$ cat src/rtl/apb_master_bridge.sv
// APB-style master bridge: turns a valid/ready command stream into single bus
// transfers with a wait-state timeout, and returns one held response per command.
module apb_master_bridge #(
    parameter int unsigned addrWidth = 32,
    parameter int unsigned dataWidth = 32,
    parameter int unsigned TIMEOUT   = 16
) (
    input  logic                 clk,
    input  logic                 rst,
    // command stream
    input  logic                 cmd_valid,
    output logic                 cmd_ready,
    input  logic                 cmd_write,
    input  logic [addrWidth-1:0] cmd_addr,
    input  logic [dataWidth-1:0] cmd_wdata,
    // bus to slave
    output logic                 sel,
    output logic                 write,
    output logic [addrWidth-1:0] addr,
    output logic [dataWidth-1:0] wdata,
    input  logic [dataWidth-1:0] rdata,
    input  logic                 ready,
    input  logic                 err,
    // response stream
    output logic                 rsp_valid,
    input  logic                 rsp_ready,
    output logic [dataWidth-1:0] rsp_rdata,
    output logic                 rsp_err,
    output logic                 rsp_tmo
);

    localparam int unsigned CntW = (TIMEOUT > 1) ? $clog2(TIMEOUT) : 1;
    localparam logic [CntW-1:0] CntMax = CntW'(TIMEOUT - 1);

    typedef enum logic [1:0] {StIdle, StAccess, StResp} state_e;

    state_e                 state_q, state_d;
    logic                   sel_q, sel_d;
    logic                   write_q, write_d;
    logic [addrWidth-1:0]   addr_q, addr_d;
    logic [dataWidth-1:0]   wdata_q, wdata_d;
    logic                   rsp_valid_q, rsp_valid_d;
    logic [dataWidth-1:0]   rsp_rdata_q, rsp_rdata_d;
    logic                   rsp_err_q, rsp_err_d;
    logic                   rsp_tmo_q, rsp_tmo_d;
    logic [CntW-1:0]        cnt_q, cnt_d;
    logic                   tmo_hit;

    assign tmo_hit = (cnt_q == CntMax);

    // State and datapath registers, synchronous active-high reset
    always_ff @(posedge clk) begin
        if (rst) begin
            state_q     <= StIdle;
            sel_q       <= 1'b0;
            write_q     <= 1'b0;
            addr_q      <= '0;
            wdata_q     <= '0;
            rsp_valid_q <= 1'b0;
            rsp_rdata_q <= '0;
            rsp_err_q   <= 1'b0;
            rsp_tmo_q   <= 1'b0;
            cnt_q       <= '0;
        end else begin
            state_q     <= state_d;
            sel_q       <= sel_d;
            write_q     <= write_d;
            addr_q      <= addr_d;
            wdata_q     <= wdata_d;
            rsp_valid_q <= rsp_valid_d;
            rsp_rdata_q <= rsp_rdata_d;
            rsp_err_q   <= rsp_err_d;
            rsp_tmo_q   <= rsp_tmo_d;
            cnt_q       <= cnt_d;
        end
    end

    // Next-state: IDLE -> ACCESS -> RESP -> IDLE; ready wins over timeout
    always_comb begin
        state_d = state_q;
        unique case (state_q)
            StIdle:   if (cmd_valid) state_d = StAccess;
            StAccess: if (ready || tmo_hit) state_d = StResp;
            StResp:   if (rsp_ready) state_d = StIdle;
            default:  state_d = StIdle;
        endcase
    end

    // Bus and response register updates per state
    always_comb begin
        sel_d       = sel_q;
        write_d     = write_q;
        addr_d      = addr_q;
        wdata_d     = wdata_q;
        rsp_valid_d = rsp_valid_q;
        rsp_rdata_d = rsp_rdata_q;
        rsp_err_d   = rsp_err_q;
        rsp_tmo_d   = rsp_tmo_q;
        cnt_d       = cnt_q;
        unique case (state_q)
            StIdle: begin
                if (cmd_valid) begin
                    sel_d   = 1'b1;
                    write_d = cmd_write;
                    addr_d  = cmd_addr;
                    wdata_d = cmd_wdata;
                    cnt_d   = '0;
                end
            end
            StAccess: begin
                if (ready) begin
                    sel_d       = 1'b0;
                    rsp_valid_d = 1'b1;
                    rsp_err_d   = err;
                    rsp_tmo_d   = 1'b0;
                    // rdata may be undriven during writes, so never look at it then
                    rsp_rdata_d = write_q ? '0 : rdata;
                end else if (tmo_hit) begin
                    sel_d       = 1'b0;
                    rsp_valid_d = 1'b1;
                    rsp_err_d   = 1'b1;
                    rsp_tmo_d   = 1'b1;
                    rsp_rdata_d = '0;
                end else begin
                    cnt_d = cnt_q + 1'b1;
                end
            end
            StResp: begin
                if (rsp_ready) rsp_valid_d = 1'b0;
            end
            default: ;
        endcase
    end

    // Outputs come straight from registers except the idle-only command ready
    always_comb begin
        cmd_ready = (state_q == StIdle);
        sel       = sel_q;
        write     = write_q;
        addr      = addr_q;
        wdata     = wdata_q;
        rsp_valid = rsp_valid_q;
        rsp_rdata = rsp_rdata_q;
        rsp_err   = rsp_err_q;
        rsp_tmo   = rsp_tmo_q;
    end

endmodule

$ cat config.mk
export PLATFORM = sky130hd
export DESIGN_NAME = apb_master_bridge
export DESIGN_NICKNAME = d
export VERILOG_FILES = /design/src/rtl/apb_master_bridge.sv
export SDC_FILE = /design/constraint.sdc
export NUM_CORES = 1
export LEC_CHECK = 0
export CAP_MARGIN = 20
export CORE_MARGIN = 2
export CORE_UTILIZATION = 39
export CTS_BUF_LIST = sky130_fd_sc_hd__clkbuf_4
export CTS_CLUSTER_SIZE = 14
export DETAILED_ROUTE_END_ITERATION = 12
export PLACE_DENSITY = 0.83
export RECOVER_POWER = 100
export SLEW_MARGIN = 5
export SYNTH_ARGS = -nofsm -noshare
export SYNTH_HDL_FRONTEND = slang
export SYNTH_SLANG_ARGS = --single-unit
$ cat constraint.sdc
create_clock -name clk -period 2.2 [get_ports clk]
set_input_delay 0.44 -clock clk [delete_from_list [all_inputs] [get_ports clk]]
set_output_delay 0.44 -clock clk [all_outputs]
set_load 0.03 [all_outputs]
* Word level (Yosys, flattened, before mapping)
Cells that the tools add are included.
W data, S select, Z words.
** Storage, ports and cells
- Word-level logic and storage cells :: 52
- Input bits :: 103
- Output and inout port bits :: 102
- Register bits after elaboration :: 107
** Cells by class
- Multiplexer cells :: 21
- Reduce and logical (&&, ||, !) cells :: 11
- Add/sub/neg operators :: 1
- Equality and inequality tests :: 9
** Operators by type and width (count)
- $mux W32 :: 3
- $mux W4 :: 3
- $ne A2 B2 Y1 const B :: 5
- $reduce_and A3 Y1 :: 3
- $mux W1 :: 8
- $pmux W4 S2 :: 1
- $mux W2 :: 3
- $pmux W2 S3 :: 1
- $reduce_bool A2 Y1 :: 3
- $add A4 B1 Y4 const B :: 1
- $eq A4 B4 Y1 const B :: 1
- $pmux W1 S2 :: 2
- $reduce_and A2 Y1 :: 2
- $reduce_and A4 Y1 :: 1
- $ne A3 B3 Y1 const B :: 1
- $eq A2 B1 Y1 const B :: 1
- $eq A2 B2 Y1 const B :: 1
- $logic_not A2 Y1 :: 1
- $logic_or A1 B1 Y1 :: 1

* Logic depth before layout (Yosys ltp)
Gate-level depths: netlist of run 1.
- Depth after elaboration :: 4
- Gate-level depth with buffers :: 6
- Mapped depth without buffers :: 4

* Worst setup path before layout of run 1
OpenSTA, ideal clock, no wires.
- Path kind :: register -> register
- Start point :: register cnt_q[0]
- End point :: register rsp_rdata_q[10] (netlist: rsp_rdata[10])
- Path buffers :: 1
- Slack :: 0.676 ns
- Library setup time :: 0.060 ns
- Stages on the path, launching flop included :: 6
- Arrival :: 1.464 ns
- Data required time :: 2.140 ns
- Cells stage by stage :: dfxtp_1 > ha_1 > a31o_2 > a21oi_2 > clkbuf_1 > a22o_1
** Between the ends
- Cells in the longest elaborated chain, start to end :: 3
** Ends and longest elaborated chain
- start, declared :: RTL line 46 : logic [CntW-1:0] cnt_q, cnt_d;
- start signal, assigned :: RTL line 74 : cnt_q <= cnt_d;
- $eq A4 B4 Y1 :: RTL line 49 : assign tmo_hit = (cnt_q == CntMax);
- $reduce_bool A2 Y1 (no source line)
- $reduce_and A2 Y1 (no source line)
- end signal, assigned :: RTL line 71 : rsp_rdata_q <= rsp_rdata_d;
- end, declared :: RTL line 43 : logic [dataWidth-1:0] rsp_rdata_q, rsp_rdata_d;
Every way passes these cells.
A chain may end at the register's enable or synchronous reset.

* Final worst setup path of run 1
- Start point :: register sel_q (netlist: sel)
- End point :: output port sel
** RTL lines
- start, declared :: RTL line 38 : logic sel_q, sel_d;
- start signal, assigned :: RTL line 66 : sel_q <= sel_d;
- end, declared :: RTL line 17 : output logic sel,
No word-level cell between the ends.

==> summary by stage, run 1 <==
Worst setup path
In this run the worst setup path begins at sel. The critical path capture point type is an output port. The largest stage delay on the critical path is 800 ps. The cell family with the largest share of critical-path delay is buffers and inverters. The arrival time of data at the critical path endpoint is 1580 ps. The critical path class is reg -> out. In this run the critical register-to-register path is launched from state_q[0]. The critical path goes through dlygate4sd3_1. In this run the number of cells on the critical path is 1. In this run the worst path has a maximum fanout of 2. Among all stages on the critical path, the largest delay is contributed by sky130_fd_sc_hd__dlygate4sd3_1. The critical path required time is around 1800 ps.

Counting cells, the worst reg-to-reg path comes to 4. The kind of start point of the critical path is a register. Together, buffers and inverters on the worst path number 1.

Route
The average wire per cell in the routed design is 14.7 um. Summing over every cut layer, the via total after detailed routing is 3,590. In the routed design, unresolved DRC markers number 0. The detailed router finished its first iteration with 134 violations.

The first TritonRoute pass finished after 4 iterations. The vias per cell is 5.01. The residual antenna-violating net count after detailed routing is 0. The routed design has 10,500 um of wire.

Clocking
In this run the post-CTS setup repair buffer count came out at 0. The clock tree root driver cell is sky130_fd_sc_hd__clkbuf_4. The longest clock path from root to sink contains 2 buffers. Buffers inserted during clock tree synthesis total 9. The number of sinks handled by clock tree synthesis is between 100 and 150. The clock transition at the registers of the reported paths is 150 ps. The clock latency on the worst-skew pair is about 430 ps.

TritonCTS built the clock tree. The number of levels in the clock H-tree is 3.

Logic synthesis
The most repeated cell in the gate-level netlist after synthesis is sky130_fd_sc_hd__nand2_1. The area share of xor/xnor cells in the synthesized design is 0%. The simple logic cell fraction of the synthesized area is 17.0%. The synthesized design spends more area on one cell type than any other, namely sky130_fd_sc_hd__dfxtp_1. The synthesized flop and latch total is between 100 and 150. For this run, the leading register cell type out of synthesis is sky130_fd_sc_hd__dfxtp_1. Sorting the synthesized cells by area gives the leading types as sky130_fd_sc_hd__dfxtp_1 (59%), sky130_fd_sc_hd__nand2_1 (14%), sky130_fd_sc_hd__a21oi_1 (9.9%), sky130_fd_sc_hd__a22o_1 (7.7%), sky130_fd_sc_hd__clkbuf_1 (2.0%). Yosys printed 0 warnings. The number of distinct library cells after synthesis is 26. The synthesized netlist devotes 20.1% of its cell area to compound gates. The top cell type by area accounts for 58.6% of the synthesized area. By area, the combinational part of the netlist is dominated by compound AO/OA/AOI/OAI gates.

The average instance in the mapped netlist occupies 8.94 um2. The share of flip-flops with an asynchronous set or reset after synthesis is 0%. The sequential-to-total area share from yosys stat is 58.6%. The commonest cells after synthesis are sky130_fd_sc_hd__nand2_1 (133), sky130_fd_sc_hd__dfxtp_1 (107), sky130_fd_sc_hd__a21oi_1 (72).

The cell count after synthesis is 409. Measured against the total synthesized area, the mux share comes to 0%. The post-synthesis cell area is 3650 um2.

Summing the areas of all fa, ha and maj instances in the mapped netlist gives less than 1% of the synthesized area. Counting every net in the synthesized netlist gives 513. The number of enable-type register cells in the synthesized netlist is 0.

Floorplanning
The die covers 10,200 um2. From left edge to right edge, the die measures 101 um. In this run the vertical extent of the chip is 101 um. The core box area is 9150 um2.

The number of placement rows is 35. 205 I/O pins were placed. The effective utilization at floorplan is 39.9%.

Hold path
In this run the most critical hold path is launched from rst. The worst hold path was traced through 2 stages. The tightest min-delay check is of the in -> reg type.

Timing
Setup repair after global routing left no endpoint under its margin. The setup total negative slack is 0 ps. At the pin with the least slew margin, the transition time is 722 ps. The final max-slew violation count is 0. The post-route fraction of the period consumed by the critical path is 91.6%. Setup violations remaining at the end of the flow were counted as 0. Derived from the worst setup path, the maximum achievable clock frequency is 0.496 GHz.

The headroom to the max-slew limit is roughly half. The clock period could shrink to 2020 ps. For the final database, setup skew stands at 14.8 ps. The number of hold-slack violations in the final timing report is 0. Once routing completed, OpenROAD measured the worst setup slack at 185 ps.

Outcome
The flow ran to the end, and the final reports show no timing, DRC or antenna violations.

Global routing
The remaining global-route overflow is 0. The initial antenna violation count was 0. The via count of the first global-routing pass is 3,487. Entering global routing, the biggest net connects 68 pins. The first-pass GRT wire length is 16,300 um.

The global-route total usage across every layer is 20.2%.

Final layout
The number of antenna diodes is 0. The finished layout holds 717 standard cells, fillers aside. In the final layout, the share of cells above drive strength 1 is 4.62%. Fill cells in the final layout number 769. The area taken by multi-input logic gates is 1370 um2. The growth of design area from synthesis to finish is 61.4%. The cell area after layout is ~6000 um2.

For this run, the post-layout net count is 706. Registers take 2140 um2.

Power and ir drop
The total design power is a little under 4 mW. The largest voltage drop on the vdd net is 0.374 mV. The leakage component of the power is 2.49 nW.

The power per cell area is 662 nW/um2.

Placement
The placed cell area is 5800 um2. Buffers placed on the I/O ports in this run total 204. The worst slack after detailed placement is 184 ps. At the end of routability-driven placement, the weighted congestion stood at 0.818. Summed over all nets, the half-perimeter wirelength after detailed placement is around 7700 um. The placed cell count is 702.

Run
The max-capacitance violation count is 0.
==> repair_timing <==
item | in CTS | in global routing
resized for setup | 0 | 1
hold buffers | 0 | 0
endpoints found under the setup margin | 0 | 1
==> report_power, final <==
part | switching (mW) | internal (mW)
clock | 0.602 | 0.351
sequential | 0.0535 | 2.05
combinational | 0.466 | 0.385
==> placed cells by master (no fill, tap or decap), drive strengths merged, types with 6 or more instances in the layout <==
cell type	Yosys	final
a21oi	73	73
a22o	32	32
buf	12	6
clkbuf	19	15
clkdlybuf4s50	0	100
dfxtp	107	107
dlygate4sd3	0	102
nand2	133	133
==> kinds of logic (layout without fill, tap and decap cells) <==
family,count (synthesis),count (layout)
buffers and inverters,32,229
AO/OA/AOI/OAI,116,116
AND/OR/NAND/NOR,153,153
flip-flops,107,107
adder cells (fa/ha/maj),1,1
==> per-stage QoR <==
step	hold WS (ps)	util (%)
floorplan	496	-
global placement	441	63.4
detailed placement	446	63.4
CTS	275	64.8
global route	302	64.5
finish	308	64.5
==> final timing paths <==
path	endpoint	slack [ps]
min	rsp_err	310
min reg2reg	wdata[2]	460
max reg2reg	rsp_rdata[10]	410
max	sel	180
==> state kept, by name, indices dropped and copies added (netlist names) <==
name	cells
rsp_valid	1
wdata	32
state_q	2
cnt_q	4
write	1
rsp_err	1
rsp_tmo	1
rsp_rdata	32
sel	1
addr	32
==> metal layers <==
| metal | track usage (%) | wire length (um) | vias up |
|---|---|---|---|
| li1 | - | - | 1774 |
| met1 | 24.5 | 4460 | 1635 |
| met2 | 33.0 | 4760 | 165 |
| met3 | 7.28 | 1110 | 16 |
| met4 | 7.38 | 204 | 0 |
| met5 | 0 | 0 | - |
==> cell type report <==
type,count,area share [%]
Sequential cell,107,36.3
Timing Repair Buffer,213,35.8
Multi-Input combinational cell,270,23.2
Tap cell,111,2.35
Clock buffer,10,1.27
Clock inverter,5,0.933
Inverter,1,0.0636
(Power assumes the default switching activity.)
==> inputs of run 2 (changes only) <==
--- a/config.mk
+++ b/config.mk
@@ -11,7 +11,7 @@
 export CTS_BUF_LIST = sky130_fd_sc_hd__clkbuf_4
 export CTS_CLUSTER_SIZE = 14
 export DETAILED_ROUTE_END_ITERATION = 12
-export PLACE_DENSITY = 0.83
+export PLACE_DENSITY_LB_ADDON = 0.2
 export RECOVER_POWER = 100
 export SLEW_MARGIN = 5
 export SYNTH_ARGS = -nofsm -noshare
==> run 2 against run 1 <==
Against the previous run:
- cell count is 0.28% higher
- setup slack worse by 81 ps
- count of clock-buffer cells in the layout did not move
- first-iteration DRC count down 17%
- global-route usage decreased by 0.20 points
- critical path type unchanged
- largest cell class unchanged
==> summary by stage, run 2 (synthesized netlist as in run 1, its figures left out) <==
Outcome
Status: finished clean (unchanged).

Power and ir drop
The portion of total power attributed to combinational logic is 22.0% (was 21.8%). The largest voltage drop on the vdd net is 0.392 mV (was 0.374 mV). The relative contribution of sequential cells to total power is 54.8% (was 53.8%). The total design power was 3.83 mW (was 3.90 mW).

The power per cell area is 651 nW/um2 (was 662 nW/um2). The clock share of power is 23.2% (was 24.4%). The internal power is 2.68 mW (was 2.78 mW). The power spent charging and discharging nets is 1.15 mW (was 1.12 mW). The leakage component of the power is 2.48 nW (was 2.49 nW). The switching part of the total is 30.1% (was 28.7%).

Worst setup path
The critical path capture point type is an output port (unchanged). The critical path required time is 1760 ps (about the same). The largest stage delay on the critical path came to 690 ps (was 800 ps). The library cell contributing the largest single delay on the critical path is sky130_fd_sc_hd__clkdlybuf4s50_1 (was sky130_fd_sc_hd__dlygate4sd3_1). Cell-by-cell listing of the critical path: nor2_1, clkdlybuf4s50_1 (was dlygate4sd3_1).

The maximum net fanout on the critical path is 8 (was 2). The arrival time of data at the critical path endpoint is 1660 ps (was 1580 ps). The worst path buffer plus inverter count was 1 (unchanged). The cell family with the largest share of critical-path delay is buffers and inverters (unchanged). The kind of start point of the critical path was a register (unchanged). The critical path class is reg -> out (unchanged).

Final layout
Most frequent cells in the layout: sky130_fd_sc_hd__nand2_1 (133), sky130_fd_sc_hd__dfxtp_1 (107), sky130_fd_sc_hd__clkdlybuf4s50_1 (102), sky130_fd_sc_hd__dlygate4sd3_1 (101), sky130_fd_sc_hd__a21oi_1 (72) (was sky130_fd_sc_hd__nand2_1 (133), sky130_fd_sc_hd__dfxtp_1 (107), sky130_fd_sc_hd__dlygate4sd3_1 (102), sky130_fd_sc_hd__clkdlybuf4s50_1 (100), sky130_fd_sc_hd__a21oi_1 (72)). The growth of design area from synthesis to finish is 60.9% (was 61.4%). The number of antenna diodes is 0 (unchanged).

The number of nets in the layout is 707 (was 706). The commonest non-fill, non-tap cell in the layout is sky130_fd_sc_hd__nand2_1 (unchanged). The share of layout cells above drive strength 1 is 4.77% (was 4.62%).

Timing
The maximum clock frequency is 0.477 GHz (was 0.496 GHz). The final max-slew violation count is 0 (unchanged). The setup total negative slack is 0 ps (unchanged). Unrepaired setup endpoints after global routing: false (unchanged). The post-layout minimum cycle time is 2100 ps (was 2020 ps). The final setup skew was 19.2 ps (was 14.8 ps).

The final-report setup violation count came to 0 (unchanged). The number of hold-slack violations in the final timing report was 0 (unchanged). The headroom to the max-slew limit is 51.0% (was 51.9%). The post-route fraction of the period consumed by the critical path is 95.3% (was 91.6%). The measured slew at the worst slew-check pin is 735 ps (was 722 ps).

Clocking
The clock transition at the registers of the reported paths is 170 ps (was 150 ps). The clock latency on the worst-skew pair is 440 ps (was 430 ps). The number of post-CTS setup repair buffers is 0 (unchanged). The clock tree from TritonCTS is yes (unchanged). The buffer depth of the longest clock path is 2 (unchanged). The quantity of gates resized following cts is 0 (unchanged). The number of levels in the clock H-tree came to 3 (unchanged). The clock tree root driver cell is sky130_fd_sc_hd__clkbuf_4 (unchanged). The number of sinks handled by clock tree synthesis is 107 (unchanged). The total clock buffers created by CTS is 9 (unchanged). The number of hold-repair buffers added at the cts stage is 0 (unchanged).

Route
The violation count after the first detailed-routing iteration was 111 (was 134). The total detailed-routing wirelength is 10,300 um (was 10,500 um). The residual antenna-violating net count after detailed routing is 0 (unchanged).

The vias per cell came to 4.95 (was 5.01). The average wire per cell in the routed design is 14.3 um (was 14.7 um). The detailed-route DRC error count is 0 (unchanged). The number of iterations in the first detailed-routing pass is 5 (was 4). The number of vias after detailed routing came to 3,559 (was 3,590).

Run
The max-capacitance violation count is 0 (unchanged).

Global routing
The global-route total usage across every layer is 20.0% (was 20.2%). The remaining global-route overflow is 0 (unchanged). The initial antenna violation count is 0 (unchanged).

The first-pass GRT wire length is 16,300 um (about the same). The pin count of the biggest net entering global routing is 37 (was 68). The via count of the first global-routing pass is 3,473 (was 3,487).

Placement
The weighted congestion at the end of routability-driven global placement is 0.736 (was 0.818). The number of port buffers is 204 (unchanged). The placed wire-length estimate after detailed placement is 7490 um (was 7700 um).

Floorplanning
The core box area was 9150 um2 (unchanged). The die footprint is 10,200 um2 (unchanged). The effective utilization at floorplan was 39.9% (unchanged). The I/O pin count came to 205 (unchanged). The number of placement rows is 35 (unchanged). The chip height came to 101 um (unchanged). The horizontal extent of the die is 101 um (unchanged).

Hold path
The worst hold-check path type is in -> reg (unchanged).
-- run 2: cell types whose count changed in the layout (fill, tap and decap cells not counted), moves of 2 or more --
cell                              change
sky130_fd_sc_hd__clkdlybuf4s50_1      +2
sky130_fd_sc_hd__buf_4                +2
sky130_fd_sc_hd__clkinv_2             +2
sky130_fd_sc_hd__inv_6                +2
-- run 2: worst paths after layout --
check / cells past startpoint / endpoint / slack [ps] / startpoint
worst max-delay path: 2 / cmd_ready / 100 / state_q[1]
worst min-delay path: 3 / wdata[15] / 450 / rst
worst max register to register: 4 / addr[30] / 330 / state_q[1]
worst min register to register: 2 / addr[9] / 460 / addr[9]
-- run 2: cell type report --
class                      instances  area (um2)
timing repair buffer             214        2110
sequential                       107        2140
clock inverter                     6        40.0
tap                              111         139
inverter                           1        3.75
multi-input combinational        270        1370
fill                             797        3270
clock buffer                      10        75.1
-- run 2: worst register-to-register path: cells and delay by family (launching register included) --
kind / cells / cell delay [ps]
AO/OA/AOI/OAI: 1 / 90
AND/OR/NAND/NOR: 2 / 800
buffers and inverters: 1 / 470
flip-flops: 1 / 410
-- run 2: power by group through the flow --
| stage | clock [mW] | sequential [mW] | combinational, mW |
|---|---|---|---|
| global placement | 0 | 2.14 | 0.885 |
| global route | 0.987 | 2.12 | 0.908 |
| detailed placement | 0 | 2.15 | 0.894 |
| CTS | 0.923 | 2.11 | 0.898 |
| floorplan | 0 | 2.35 | 0.232 |
| finish | 0.890 | 2.10 | 0.843 |
-- run 2: routing by layer --
layer | track usage, % | vias up | routed length, um
li1 | - | 1772 | -
met1 | 25.0 | 1641 | 4340
met2 | 32.9 | 138 | 4840
met3 | 6.31 | 8 | 1000
met4 | 6.53 | 0 | 105
met5 | 0 | - | 0
-- run 2: stage by stage --
stage	utilization, %	hold slack, ps	instances	cell area [um2]	worst slack, ps
after floorplan	-	496	409	3650	676
after global placement	63.3	441	703	5800	195
after detailed placement	63.3	446	703	5800	162
after CTS	64.6	432	719	5910	65.3
after global routing	64.3	461	719	5880	31.8
final	64.3	454	719	5880	103
==> inputs of run 3 (changes only) <==
--- a/config.mk
+++ b/config.mk
@@ -13,7 +13,7 @@
 export DETAILED_ROUTE_END_ITERATION = 12
 export PLACE_DENSITY_LB_ADDON = 0.2
 export RECOVER_POWER = 100
-export SLEW_MARGIN = 5
+export SLEW_MARGIN = 20
 export SYNTH_ARGS = -nofsm -noshare
 export SYNTH_HDL_FRONTEND = slang
 export SYNTH_SLANG_ARGS = --single-unit
==> results of run 3 <==
Same layout as run 2: the final DEF is identical, and so are final timing and power.
